===== src/rtl/mipi_csi2_pkt_gen.sv =====
// MIPI CSI-2 packet generator: header + ECC, payload, CRC-16 trailer.
// Optional CRC: define MIPI_CSI2_PKT_GEN_CRC_EN (else CRC bytes are 00).
module mipi_csi2_pkt_gen #(
  parameter logic [5:0] SHORT_DT_MAX = 6'h0F
) (
  input  logic        clk_hs,
  input  logic        resetb,
  input  logic        pkt_start,
  input  logic [7:0]  pkt_di,
  input  logic [15:0] pkt_wc,
  output logic        pkt_ready,
  input  logic [7:0]  pay_data,
  input  logic        pay_valid,
  output logic        pay_ready,
  output logic        hs_req,
  input  logic        phy_re,
  output logic [7:0]  data_out,
  output logic        underrun,
  output logic        abort,
  input  logic        err_clr
);

  typedef enum logic [3:0] {
    IDLE, SOT, DI, WC0, WC1, ECC, PAY, CRC0, CRC1
  } state_t;

  state_t      r_state;
  state_t      w_nxt;
  logic        r_hs_req;
  logic [7:0]  r_data_out;
  logic [7:0]  r_di;
  logic [15:0] r_wc;
  logic [15:0] r_cnt;
  logic        r_underrun;
  logic        r_abort;
  logic        w_emit;
  logic        w_busy;
  logic        w_long;
  logic        w_pkt_ready;
  logic        w_und_set;
  logic        w_abt_set;
  logic [7:0]  w_byte;
  logic [5:0]  w_ecc;
  logic [15:0] w_crc;

  function automatic logic [5:0] hdr_ecc(input logic [23:0] d);
    logic [5:0] p;
    p[0] = d[0] ^ d[1] ^ d[2] ^ d[4] ^ d[5] ^ d[7] ^ d[10]
         ^ d[11] ^ d[13] ^ d[16] ^ d[20] ^ d[21] ^ d[22] ^ d[23];
    p[1] = d[0] ^ d[1] ^ d[3] ^ d[4] ^ d[6] ^ d[8] ^ d[10]
         ^ d[12] ^ d[14] ^ d[17] ^ d[20] ^ d[21] ^ d[22] ^ d[23];
    p[2] = d[0] ^ d[2] ^ d[3] ^ d[5] ^ d[6] ^ d[9] ^ d[11]
         ^ d[12] ^ d[15] ^ d[18] ^ d[20] ^ d[21] ^ d[22];
    p[3] = d[1] ^ d[2] ^ d[3] ^ d[7] ^ d[8] ^ d[9] ^ d[13]
         ^ d[14] ^ d[15] ^ d[19] ^ d[20] ^ d[21] ^ d[23];
    p[4] = (^d[9:4]) ^ (^d[20:16]) ^ d[22] ^ d[23];
    p[5] = (^d[19:10]) ^ d[21] ^ d[22] ^ d[23];
    return p;
  endfunction

  assign w_ecc       = hdr_ecc({r_wc, r_di});
  assign w_long      = (r_di[5:0] > SHORT_DT_MAX);
  assign w_busy      = (r_state != IDLE) && (r_state != SOT);
  assign w_pkt_ready = (r_state == IDLE) && !r_hs_req;
  assign w_und_set   = (r_state == PAY) && phy_re && !pay_valid;
  assign w_abt_set   = w_busy && !phy_re;

  assign pkt_ready = w_pkt_ready;
  assign pay_ready = (r_state == PAY) && phy_re && pay_valid;
  assign hs_req    = r_hs_req;
  assign data_out  = r_data_out;
  assign underrun  = r_underrun;
  assign abort     = r_abort;

`ifdef MIPI_CSI2_PKT_GEN_CRC_EN
  logic [15:0] r_crc;

  function automatic logic [15:0] crc_byte(
    input logic [15:0] c,
    input logic [7:0]  d
  );
    logic [15:0] r;
    r = c;
    for (int i = 0; i < 8; i++) begin
      if (r[0] ^ d[i]) r = (r >> 1) ^ 16'h8408;
      else             r = r >> 1;
    end
    return r;
  endfunction

  // reseed at ECC, fold in every payload byte actually sent
  always_ff @(posedge clk_hs or negedge resetb) begin
    if (!resetb)                         r_crc <= 16'hFFFF;
    else if (r_state == ECC)             r_crc <= 16'hFFFF;
    else if (r_state == PAY && phy_re)   r_crc <= crc_byte(r_crc, w_byte);
  end

  assign w_crc = r_crc;
`else
  assign w_crc = 16'h0000;
`endif

  // next state and the byte to launch this cycle
  always_comb begin
    w_nxt  = r_state;
    w_emit = 1'b0;
    w_byte = 8'h00;
    unique case (r_state)
      IDLE: if (pkt_start && w_pkt_ready) w_nxt = SOT;
      SOT:  if (phy_re) w_nxt = DI;
      DI: begin
        w_byte = r_di;
        w_nxt  = WC0;
      end
      WC0: begin
        w_byte = r_wc[7:0];
        w_nxt  = WC1;
      end
      WC1: begin
        w_byte = r_wc[15:8];
        w_nxt  = ECC;
      end
      ECC: begin
        w_byte = {2'b00, w_ecc};
        if (!w_long)           w_nxt = IDLE;
        else if (r_wc == '0)   w_nxt = CRC0;
        else                   w_nxt = PAY;
      end
      PAY: begin
        w_byte = pay_valid ? pay_data : 8'h00;
        w_nxt  = (r_cnt == 16'd1) ? CRC0 : PAY;
      end
      CRC0: begin
        w_byte = w_crc[7:0];
        w_nxt  = CRC1;
      end
      CRC1: begin
        w_byte = w_crc[15:8];
        w_nxt  = IDLE;
      end
      default: w_nxt = IDLE;
    endcase
    if (w_busy) begin
      if (phy_re) w_emit = 1'b1;
      else        w_nxt  = IDLE;
    end
  end

  // state, burst request and output byte
  always_ff @(posedge clk_hs or negedge resetb) begin
    if (!resetb) begin
      r_state    <= IDLE;
      r_hs_req   <= 1'b0;
      r_data_out <= 8'h00;
    end else begin
      r_state  <= w_nxt;
      r_hs_req <= (w_nxt != IDLE) || w_emit;
      if (w_emit) r_data_out <= w_byte;
    end
  end

  // header latch and payload down-counter
  always_ff @(posedge clk_hs or negedge resetb) begin
    if (!resetb) begin
      r_di  <= 8'h00;
      r_wc  <= 16'h0000;
      r_cnt <= 16'h0000;
    end else begin
      if (r_state == IDLE && pkt_start && w_pkt_ready) begin
        r_di <= pkt_di;
        r_wc <= pkt_wc;
      end
      if (r_state == ECC)
        r_cnt <= r_wc;
      else if (r_state == PAY && phy_re)
        r_cnt <= r_cnt - 16'd1;
    end
  end

  // sticky error flags, a new event beats a clear
  always_ff @(posedge clk_hs or negedge resetb) begin
    if (!resetb) begin
      r_underrun <= 1'b0;
      r_abort    <= 1'b0;
    end else begin
      if (w_und_set)    r_underrun <= 1'b1;
      else if (err_clr) r_underrun <= 1'b0;
      if (w_abt_set)    r_abort <= 1'b1;
      else if (err_clr) r_abort <= 1'b0;
    end
  end

endmodule


===== config.mk =====
export PLATFORM = sky130hd
export DESIGN_NAME = mipi_csi2_pkt_gen
export DESIGN_NICKNAME = d
export VERILOG_FILES = /design/src/rtl/mipi_csi2_pkt_gen.sv
export SDC_FILE = /design/constraint.sdc
export NUM_CORES = 1
export LEC_CHECK = 0
export CORE_MARGIN = 5
export CORE_UTILIZATION = 42
export DETAILED_ROUTE_END_ITERATION = 10
export PLACE_DENSITY = 0.74
export SYNTH_ARGS = -nofsm -noshare
export SYNTH_HDL_FRONTEND = slang
export SYNTH_SLANG_ARGS = --single-unit

===== constraint.sdc =====
create_clock -name clk_hs -period 3 [get_ports clk_hs]
set_input_delay 0.45 -clock clk_hs [delete_from_list [all_inputs] [get_ports clk_hs]]
set_output_delay 0.45 -clock clk_hs [all_outputs]
set_load 0.02 [all_outputs]

**After elaboration in Yosys (flattened, before gate mapping)**

Index checks and enable logic that the tools add are counted.
Widths: inputs -> output; s select.

- Add/subtract/negate cells: 1
- $lt $le $gt $ge: 1
- Equal/unequal tests: 9
- Muxes and demuxes: 17
- Bitwise gates (word level): 55
- Reduce and logical (&&, ||, !) cells: 23

Operators by type and width:

| kind | count |
|---|---|
| $xor 1x1->1 | 55 |
| $pmux 8 s5 | 1 |
| $mux 16 | 2 |
| $pmux 4 s8 | 1 |
| $eq 16x1->1 const B | 1 |
| $eq 4x3->1 const B | 4 |
| $logic_not 16->1 | 1 |
| $mux 4 | 4 |
| $sub 16x1->16 const B | 1 |
| $reduce_xor 10->1 | 1 |
| $logic_and 1x1->1 | 9 |
| $eq 4x2->1 const B | 2 |
| $mux 8 | 1 |
| $reduce_bool 4->1 | 2 |
| $mux 1 | 7 |
| $gt 6x4->1 const B | 1 |
| $reduce_bool 2->1 | 3 |
| $reduce_xor 6->1 | 1 |
| $reduce_xor 5->1 | 1 |
| $eq 4x1->1 const B | 1 |
| $logic_not 4->1 | 1 |
| $ne 4x1->1 const B | 1 |
| $logic_not 1->1 | 3 |
| $mux 3 | 1 |
| $logic_or 1x1->1 | 1 |

- Register bits after elaboration: 55
- Input bits: 38
- Output and inout bits: 13
- Word-level logic and storage cells: 114

**Logic depth before layout (Yosys ltp)**

Gate-level depths: netlist of the first run.

- Depth in word-level cells: 14
- Mapped depth: 8
- Gate-level depth less buffers: 7

**Worst setup path after synthesis of the first run**

No wires, ideal clock.

- Path type: register to register
- From: register r_state[1]
- To: register r_di[0]
- Setup time: 0.125 ns
- Arrival: 1.793 ns
- Required time: 2.875 ns
- Path slack: 1.083 ns
- Cell stages (with the launch flop): 7
- Path buffers: 2
- Period minus slack after synthesis: 1.917 ns
- Path through: dfrtp_1 buf_2 or3_4 nor3_4 nand2_2 buf_2 mux2_2

- Cells in the longest elaborated chain, start to end: 3
- Elaborated cells between the ends (all ways): 4
- Classes of those cells: reduce/logical: 4

RTL lines:

| what | line | source |
|---|---|---|
| start, declared | 27 | `state_t r_state;` |
| start signal, assigned | 156 | `r_state <= w_nxt;` |
| $logic_not 4->1 | 64 | `assign w_pkt_ready = (r_state == IDLE) && !r_hs_req;` |
| $logic_and 1x1->1 | 64 |  |
| named net pkt_ready | 11 | `output logic pkt_ready,` |
| $logic_and 1x1->1 | 169 | `if (r_state == IDLE && pkt_start && w_pkt_ready) begin` |
| end signal, assigned | 170 | `r_di <= pkt_di;` |
| end, declared | 31 | `logic [7:0] r_di;` |

The timed path passes the listed nets, and every way through them passes these cells.
A chain may end at the register's enable or synchronous reset.

**Worst setup path in the final report of the first run**

- From: register r_state[2]
- To: output pkt_ready

- Cells in the longest elaborated chain, start to end: 2

RTL lines:

| what | line |
|---|---|
| $logic_not 4->1 | 64 |
| $logic_and 1x1->1 | 64 |
| end, declared | 11 |

No other way between the ends.

==> results of run 1 <==
-- area by class of cell --
cell class,count,share of cell area
tap,102,0.0316
sequential,55,0.341
clock inverter,2,0.00868
clock buffer,6,0.0205
multi-input combinational,230,0.450
timing repair buffer,54,0.130
inverter,19,0.0177
-- Yosys cell counts, types with 2 or more instances --
master / count
dfrtp_1: 55
xnor2_1: 36
mux2_2: 30
nor2_1: 23
nand2_1: 21
inv_1: 19
o21ai_0: 15
ha_1: 9
a222oi_1: 8
xor2_1: 7
buf_2: 6
o211ai_1: 6
a21oi_1: 5
a221o_1: 5
clkbuf_1: 5
o221ai_1: 5
nand2b_1: 4
nand3_1: 4
nand4_1: 4
o311ai_1: 4
and2_1: 3
o311ai_0: 3
a21boi_0: 2
a31oi_1: 2
nor3b_1: 2
nor4bb_1: 2
or2_2: 2
or3_1: 2
or3_2: 2
or4_1: 2
xnor2_2: 2
-- power by group --
part	total (mW)	leakage [nW]	switching [mW]	internal, mW
clock network	0.517	0.0612	0.246	0.270
logic	3.02	0.870	1.43	1.60
registers	1.56	0.668	0.491	1.07
-- per-stage QoR --
stage	setup slack (ns)	cell area, µm²	cells
detailed placement	0.473	3920	460
global placement	0.513	3920	460
global route	0.387	4040	468
finish	0.473	4040	468
floorplan	1.08	3330	318
CTS	0.468	4040	468
-- state kept, by name (all words and copies together), names as in the netlist --
name      flops
r_di          8
r_wc         16
abort         1
r_state       4
hs_req        1
underrun      1
data_out      8
r_cnt        16
-- worst max-delay path, stage by stage (launching register included) --
cell and delay [ns]:
dfrtp_1 0.55, or3_4 0.43, nor3_4 0.15, clkdlybuf4s50_1 0.63
-- routing by layer --
layer / global-route usage / share of wire / vias to the layer above / wire [µm]
met5: 0 / 0 / - / 0
met3: 0.0382 / 0.063 / 9 / 516
met1: 0.239 / 0.44 / 1310 / 3610
li1: - / - / 1248 / -
met4: 0.0525 / 0.014 / 0 / 114
met2: 0.280 / 0.48 / 89 / 3900
-- logic make-up after synthesis --
group,Yosys count,share of synthesized area
fa+ha+maj,9,0.0338
compound gates,63,0.142
flops,55,0.413
mux,31,0.104
simple gates,82,0.142
buf+inv,33,0.0409
xor+xnor,45,0.123
-- worst min-delay path by stage --
stage | end | slack, ns | depth (start not counted)
after floorplan | abort | 0.15 | 0
after global placement | data_out[5] | 0.47 | 2
after detailed placement | data_out[5] | 0.48 | 2
after CTS | r_wc[11] | 0.29 | 2
after global routing | r_wc[11] | 0.33 | 2
final | r_wc[11] | 0.26 | 2
==> results.ini, run 1 <==
[logic_synthesis]
async_flop_share=1.00
synth_cell_types=54
synth_top_cell_area_share=0.413
post_synth.cell_area_avg_um2=10.5
syn_nets=365
ys_seq_area_frac=0.413
ys_ff_latch=55
synth_edf_count=0
synth_area_um2=3330
synth_top_flop_cell=dfrtp_1
synth_top_area_cell=dfrtp_1
yosys_warnings=0
postSynthCellCount=318
synth_area_leaders=dfrtp_1, mux2_2, xnor2_1, ha_1, nor2_1

[grt]
grt_pass1_wl_mm=13.7
overflow=0
grt_pass1_vias=2752
grt_max_degree=56
grt_usage=0.176
antenna_found_initial=0

[route]
first_pass_iters=6
avgViaCountPerCell=5.68
wl_mm=8.14
ant_nets=0
wire_per_inst_um=17.4
vias=2656
drcViolationCount=0
drt_iter0_drc=317

[clock_tree]
cts_setup_buffers=0
holdBufCountCts=0
cts_resized=0
cts_tree=built
cts_buffer_depth=2
root_buffer=clkbuf_8
cts_sinks=55
cts_buffers=5
htree_levels=2
insertion_delay_ns=0.31
clk_pin_slew_ns=0.10

[timing]
timing.setup.tns_ns=0
clock_skew_ns=0.00305
final-hold-violation-count=0
grt_setup_unrepaired=no
relSlewSlack=0.428
whs_ns=0.260
worst_slew_pin_slew_ns=0.856
drv_slew=0
min_period_ns=2.53
fmax_mhz=396
setup_viol=0
period_share=0.842

[setup_path]
start_kind=register
crit_start=r_state[2]
reg2reg_depth=5
endpoint=pkt_ready
crit_required_ns=2.55
endpoint_kind=output pin
timing.rr.start=r_state[0]
r2r_end=data_out[5]
crit_arrival_ns=2.08
r2r_slack_ns=0.89
critical_path.max_fanout=15
critPathKind=register to output pin

[floorplan]
row_count=32
die_width_um=99.1
dieArea_um2=9810
start_util=0.431
core_area_um2=7730
die_h_um=99.1
ios=51

[finish]
final_util=0.522
n_fill_cell=681
layout_common_cells=dfrtp_1, clkdlybuf4s50_1, xnor2_1, mux2_2, nor2_1
diodes=0
nets=412
final_common_cell=dfrtp_1
drive_gt1_frac=0.156
multi_input_area_um2=1820
area_growth_pct=21.2
seqCellArea_um2=1380

[placed_design]
io_buffers=50
dp_hpwl_mm=6.09
gp_congestion=0.884

[pwr]
leakagePower_nw=1.60
vdd_ir_drop_max_mv=0.577
power_mw=5.10
powerDensity_nw_per_um2=1260

[run_status]
status=finished, final reports clean

[worst_hold_path]
worstHoldPathType=input pin to async pin

[run]
cap_viol_max_count=0

Note: power is estimated with default switching activity, not from simulation.
==> run 2: changes to the inputs <==
clock period = 2.6 ns   (was 3 ns; I/O delays follow)
==> results.ini, run 2 (same netlist as run 1, synthesis figures left out) <==
[clock_tree]
cts_setup_buffers=0  ; unchanged
clk_pin_slew_ns=0.10  ; about the same
holdBufCountCts=0  ; unchanged
cts_tree=built
cts_buffers=5  ; unchanged
root_buffer=clkbuf_8
cts_resized=0  ; unchanged
cts_sinks=55  ; unchanged
insertion_delay_ns=0.32  ; about the same
htree_levels=2  ; unchanged
cts_buffer_depth=2  ; unchanged

[setup_path]
crit_arrival_ns=2.08  ; about the same
timing.rr.start=r_state[1]
crit_required_ns=2.21  ; -0.34 ns
endpoint_kind=output pin
crit_start=r_state[2]
start_kind=register
critical_path.max_fanout=15  ; unchanged
critPathKind=register to output pin

[floorplan]
die_width_um=99.1  ; unchanged
ios=51  ; unchanged
dieArea_um2=9810  ; unchanged
start_util=0.431  ; unchanged
die_h_um=99.1  ; unchanged
row_count=32  ; unchanged
core_area_um2=7730  ; unchanged

[timing]
grt_setup_unrepaired=no
period_share=0.951
worst_slack_ns=0.128  ; -0.345 ns
clock_skew_ns=0.00500  ; +0.00195 ns
setup_viol=0  ; unchanged
drv_slew=0  ; unchanged
final-hold-violation-count=0  ; unchanged
relSlewSlack=0.579  ; +0.151
min_period_ns=2.47
worst_slew_pin_slew_ns=0.630  ; -0.227 ns
timing.setup.tns_ns=0  ; unchanged
fmax_mhz=404

[run]
cap_viol_max_count=0  ; unchanged

[finish]
layout_common_cells=dfrtp_1, clkdlybuf4s50_1, xnor2_1, mux2_2, nor2_1
n_fill_cell=684  ; +0.44%
seqCellArea_um2=1380  ; unchanged
multi_input_area_um2=1820  ; unchanged
nets=417  ; +1.2%
drive_gt1_frac=0.167  ; +0.0114
diodes=0  ; unchanged
final_common_cell=dfrtp_1
area_growth_pct=22.9
largestRegisters=r_cnt x16, r_wc x16

[placed_design]
io_buffers=50  ; unchanged
gp_congestion=0.906  ; +2.5%
dp_hpwl_mm=6.33  ; +4.0%
dp_slack_ns=0.191  ; -0.282 ns

[pwr]
combPwrFrac=0.588  ; -0.005
leakagePower_nw=1.63  ; +1.7%
seq_power_share=0.298  ; -0.007
p_sw_mw=2.51  ; +16%
switching_share=0.419  ; -0.00471
power_mw=5.99  ; +18%
vdd_ir_drop_max_mv=0.777  ; +35%
internal_power_mw=3.48  ; +19%
powerDensity_nw_per_um2=1460  ; +16%
p_clk_frac=0.113  ; +0.012

[grt]
grt_usage=0.176  ; +0.000759
grt_max_degree=27  ; -52%
overflow=0  ; unchanged
antenna_found_initial=0  ; unchanged
grt_pass1_wl_mm=13.9  ; +1.0%
grt_pass1_vias=2791  ; +1.4%

[worst_hold_path]
worstHoldPathType=input pin to async pin

[route]
drcViolationCount=0  ; unchanged
first_pass_iters=8  ; +2
wire_per_inst_um=17.7  ; +1.9%
avgViaCountPerCell=5.79  ; +2.0%
drt_iter0_drc=217  ; -32%
wl_mm=8.38  ; +3.0%
ant_nets=0  ; unchanged
vias=2737  ; +3.0%

[run_status]
status=finished, final reports clean

-- run 2: cell types whose count changed in the layout (fill, tap and decap cells not counted), sizes merged --
cell / before / now
clkinv: 1 / 0
buf: 5 / 10
bufinv: 1 / 2
clkbuf: 6 / 5
clkinvlp: 0 / 1
-- run 2: layer usage --
metal  global-route usage  share of wire  vias up
met4               0.0746          0.030        0
met2                0.273           0.45      127
met5                    0              0        -
li1                     -              -     1255
met1                0.243           0.44     1335
met3               0.0304          0.072       20
-- run 2: metrics by stage --
stage | util | std cells | instance area, µm² | hold WS, ns
floorplan | - | 318 | 3330 | 0.0944
global placement | 0.512 | 465 | 3960 | 0.432
detailed placement | 0.512 | 465 | 3960 | 0.426
CTS | 0.530 | 473 | 4090 | 0.0704
global route | 0.530 | 473 | 4090 | 0.105
finish | 0.530 | 473 | 4090 | 0.0598
-- run 2: final timing paths --
path,endpoint,slack (ns),depth (start not counted)
setup / recovery,pkt_ready,0.13,3
hold / removal,r_wc[11],0.06,1
setup reg to reg,r_cnt[4],0.44,5
hold reg to reg,data_out[6],0.50,2
max in group asynchronous,r_wc[4],1.80,2
min in group clk_hs,data_out[6],0.50,2
-- run 2: final cells by class --
| class | count | area share |
|---|---|---|
| clock buffer | 5 | 0.0168 |
| sequential | 55 | 0.336 |
| inverter | 19 | 0.0174 |
| clock inverter | 3 | 0.0165 |
| timing repair buffer | 59 | 0.138 |
| multi-input combinational | 230 | 0.444 |
| tap | 102 | 0.0312 |
-- run 2: power groups by stage --
stage / clock network [mW] / logic, mW / registers (mW)
floorplan: 0 / 2.83 / 1.61
CTS: 0.692 / 3.53 / 1.78
detailed placement: 0 / 3.52 / 1.79
finish: 0.679 / 3.53 / 1.79
global placement: 0 / 3.42 / 1.78
global route: 0.715 / 3.86 / 1.84
-- run 2: worst max-delay path, cell delays in order (launching register included) --
cell and delay, ns:
dfrtp_1 0.55, or3_4 0.43, nor3_4 0.15, clkdlybuf4s50_1 0.63
==> run 3: changes to the inputs <==
CELL_PAD_IN_SITES_DETAIL_PLACEMENT = 1   (was default)
CELL_PAD_IN_SITES_GLOBAL_PLACEMENT = 1   (was default)
DONT_BUFFER_PORTS = 1   (was default)
PLACE_DENSITY = 0.78   (was 0.74)
==> results.ini, run 3 (same netlist as run 1, synthesis figures left out) <==
[run_status]
status=finished, final reports clean

[setup_path]
critPathKind=register to register
r2r_slack_ns=0.35  ; -0.09 ns
crit_required_ns=2.80  ; +0.59 ns
start_kind=register
crit_arrival_ns=2.45  ; +0.37 ns
endpoint_kind=register
critical_path.max_fanout=24  ; +9

[finish]
n_fill_cell=864  ; +26%
drive_gt1_frac=0.187  ; +0.0198
diodes=0  ; unchanged
stdcell_count=423  ; -11%
nets=367  ; -12%
design_area_um2=3580  ; -13%
final_common_cell=dfrtp_1
largestRegisters=r_cnt x16, r_wc x16
layout_common_cells=dfrtp_1, xnor2_1, mux2_2, nor2_1, nand2_1
area_growth_pct=7.40

[floorplan]
die_h_um=99.1  ; unchanged
start_util=0.431  ; unchanged
dieArea_um2=9810  ; unchanged
core_area_um2=7730  ; unchanged
row_count=32  ; unchanged
ios=51  ; unchanged
die_width_um=99.1  ; unchanged

[timing]
final-hold-violation-count=0  ; unchanged
timing.setup.tns_ns=0  ; unchanged
worst_slew_pin_slew_ns=0.938  ; +0.308 ns
grt_setup_unrepaired=no
clock_skew_ns=0.00856  ; +0.00355 ns
min_period_ns=2.25  ; -0.224 ns
relSlewSlack=0.373  ; -0.206
period_share=0.865  ; -0.0861
setup_viol=0  ; unchanged
drv_slew=0  ; unchanged
fmax_mhz=445  ; +10%

[run]
cap_viol_max_count=0  ; unchanged

[route]
ant_nets=0  ; unchanged
first_pass_iters=5  ; -3
avgViaCountPerCell=5.90  ; +2.0%
drcViolationCount=0  ; unchanged
wl_mm=9.38  ; +12%
vias=2496  ; -8.8%
drt_iter0_drc=162  ; -25%
wire_per_inst_um=22.2  ; +25%

[grt]
antenna_found_initial=0  ; unchanged
overflow=0  ; unchanged
grt_max_degree=56  ; +110%
grt_pass1_vias=2730  ; -2.2%
grt_usage=0.199  ; +0.0231
grt_pass1_wl_mm=15.3  ; +10%

[clock_tree]
cts_resized=0  ; unchanged
htree_levels=2  ; unchanged
insertion_delay_ns=0.32  ; about the same
holdBufCountCts=2  ; +2
cts_tree=built
clk_pin_slew_ns=0.11  ; about the same
cts_buffers=5  ; unchanged
root_buffer=clkbuf_8
cts_sinks=55  ; unchanged
cts_buffer_depth=2  ; unchanged
cts_setup_buffers=0  ; unchanged

[placed_design]
io_buffers=0  ; -100%
dp_hpwl_mm=7.03  ; +11%
gp_congestion=0.821  ; -9.4%
placed_area_um2=3450  ; -13%
dp.cells=413  ; -11%

[worst_hold_path]
worstHoldPathType=input pin to register

[pwr]
leakagePower_nw=1.42  ; -12%
vdd_ir_drop_max_mv=1.02  ; +32%
powerDensity_nw_per_um2=1650  ; +13%

==> run 3: layout make-up <==
cell class / instances / area, µm² / area share
Multi-Input combinational cell: 230 / 1820 / 0.508
Tap cell: 102 / 128 / 0.0357
Inverter: 19 / 71.3 / 0.0199
Clock inverter: 3 / 25.0 / 0.00700
Sequential cell: 55 / 1380 / 0.385
Clock buffer: 5 / 68.8 / 0.0192
Timing Repair Buffer: 9 / 90.1 / 0.0252
==> run 3: routing by layer <==
layer,wire length [µm],global-route usage,vias to the layer above
met3,543,0.0460,5
li1,-,-,1156
met5,0,0,-
met1,4240,0.272,1263
met2,4510,0.317,72
met4,91,0.0557,0
==> run 3: worst paths after layout <==
check | from | cells after the start | endpoint
worst min-delay path | pay_valid | 1 | underrun
max in group asynchronous | resetb | 2 | r_state[0]
worst max-delay path | r_state[1] | 4 | r_wc[10]
min in group asynchronous | resetb | 2 | r_cnt[6]
worst max register to register | r_state[1] | 4 | r_wc[10]
worst min register to register | r_di[4] | 1 | r_di[4]
==> run 3: report_power, final <==
| part | leakage, nW | total (mW) | switching, mW | internal, mW |
|---|---|---|---|---|
| Sequential | 0.668 | 1.86 | 0.634 | 1.23 |
| Combinational | 0.712 | 3.55 | 1.80 | 1.75 |
| Clock | 0.0443 | 0.498 | 0.304 | 0.193 |
| Total | 1.42 | 5.91 | 2.74 | 3.17 |
==> run 3: through the flow <==
| step | hold slack (ns) | setup slack [ns] | total power, mW | utilization |
|---|---|---|---|---|
| 3_5_place_dp | 0.0976 | 0.309 | 5.35 | 0.446 |
| 5_1_grt | 0.126 | 0.240 | 6.35 | 0.463 |
| 4_1_cts | 0.141 | 0.322 | 5.90 | 0.463 |
| 3_3_place_gp | 0.0976 | 0.458 | 5.13 | 0.446 |
| 2_1_floorplan | 0.0944 | 0.683 | 4.44 | - |
| 6_report | 0.143 | 0.351 | 5.91 | 0.463 |
==> run 3: worst max-delay path, cell delays in order, from the launching register on <==
cell     delay [ns]
dfrtp_1        0.52
or3_4          0.47
nor3_4         0.28
nand2_2        0.42
mux2_2         0.43
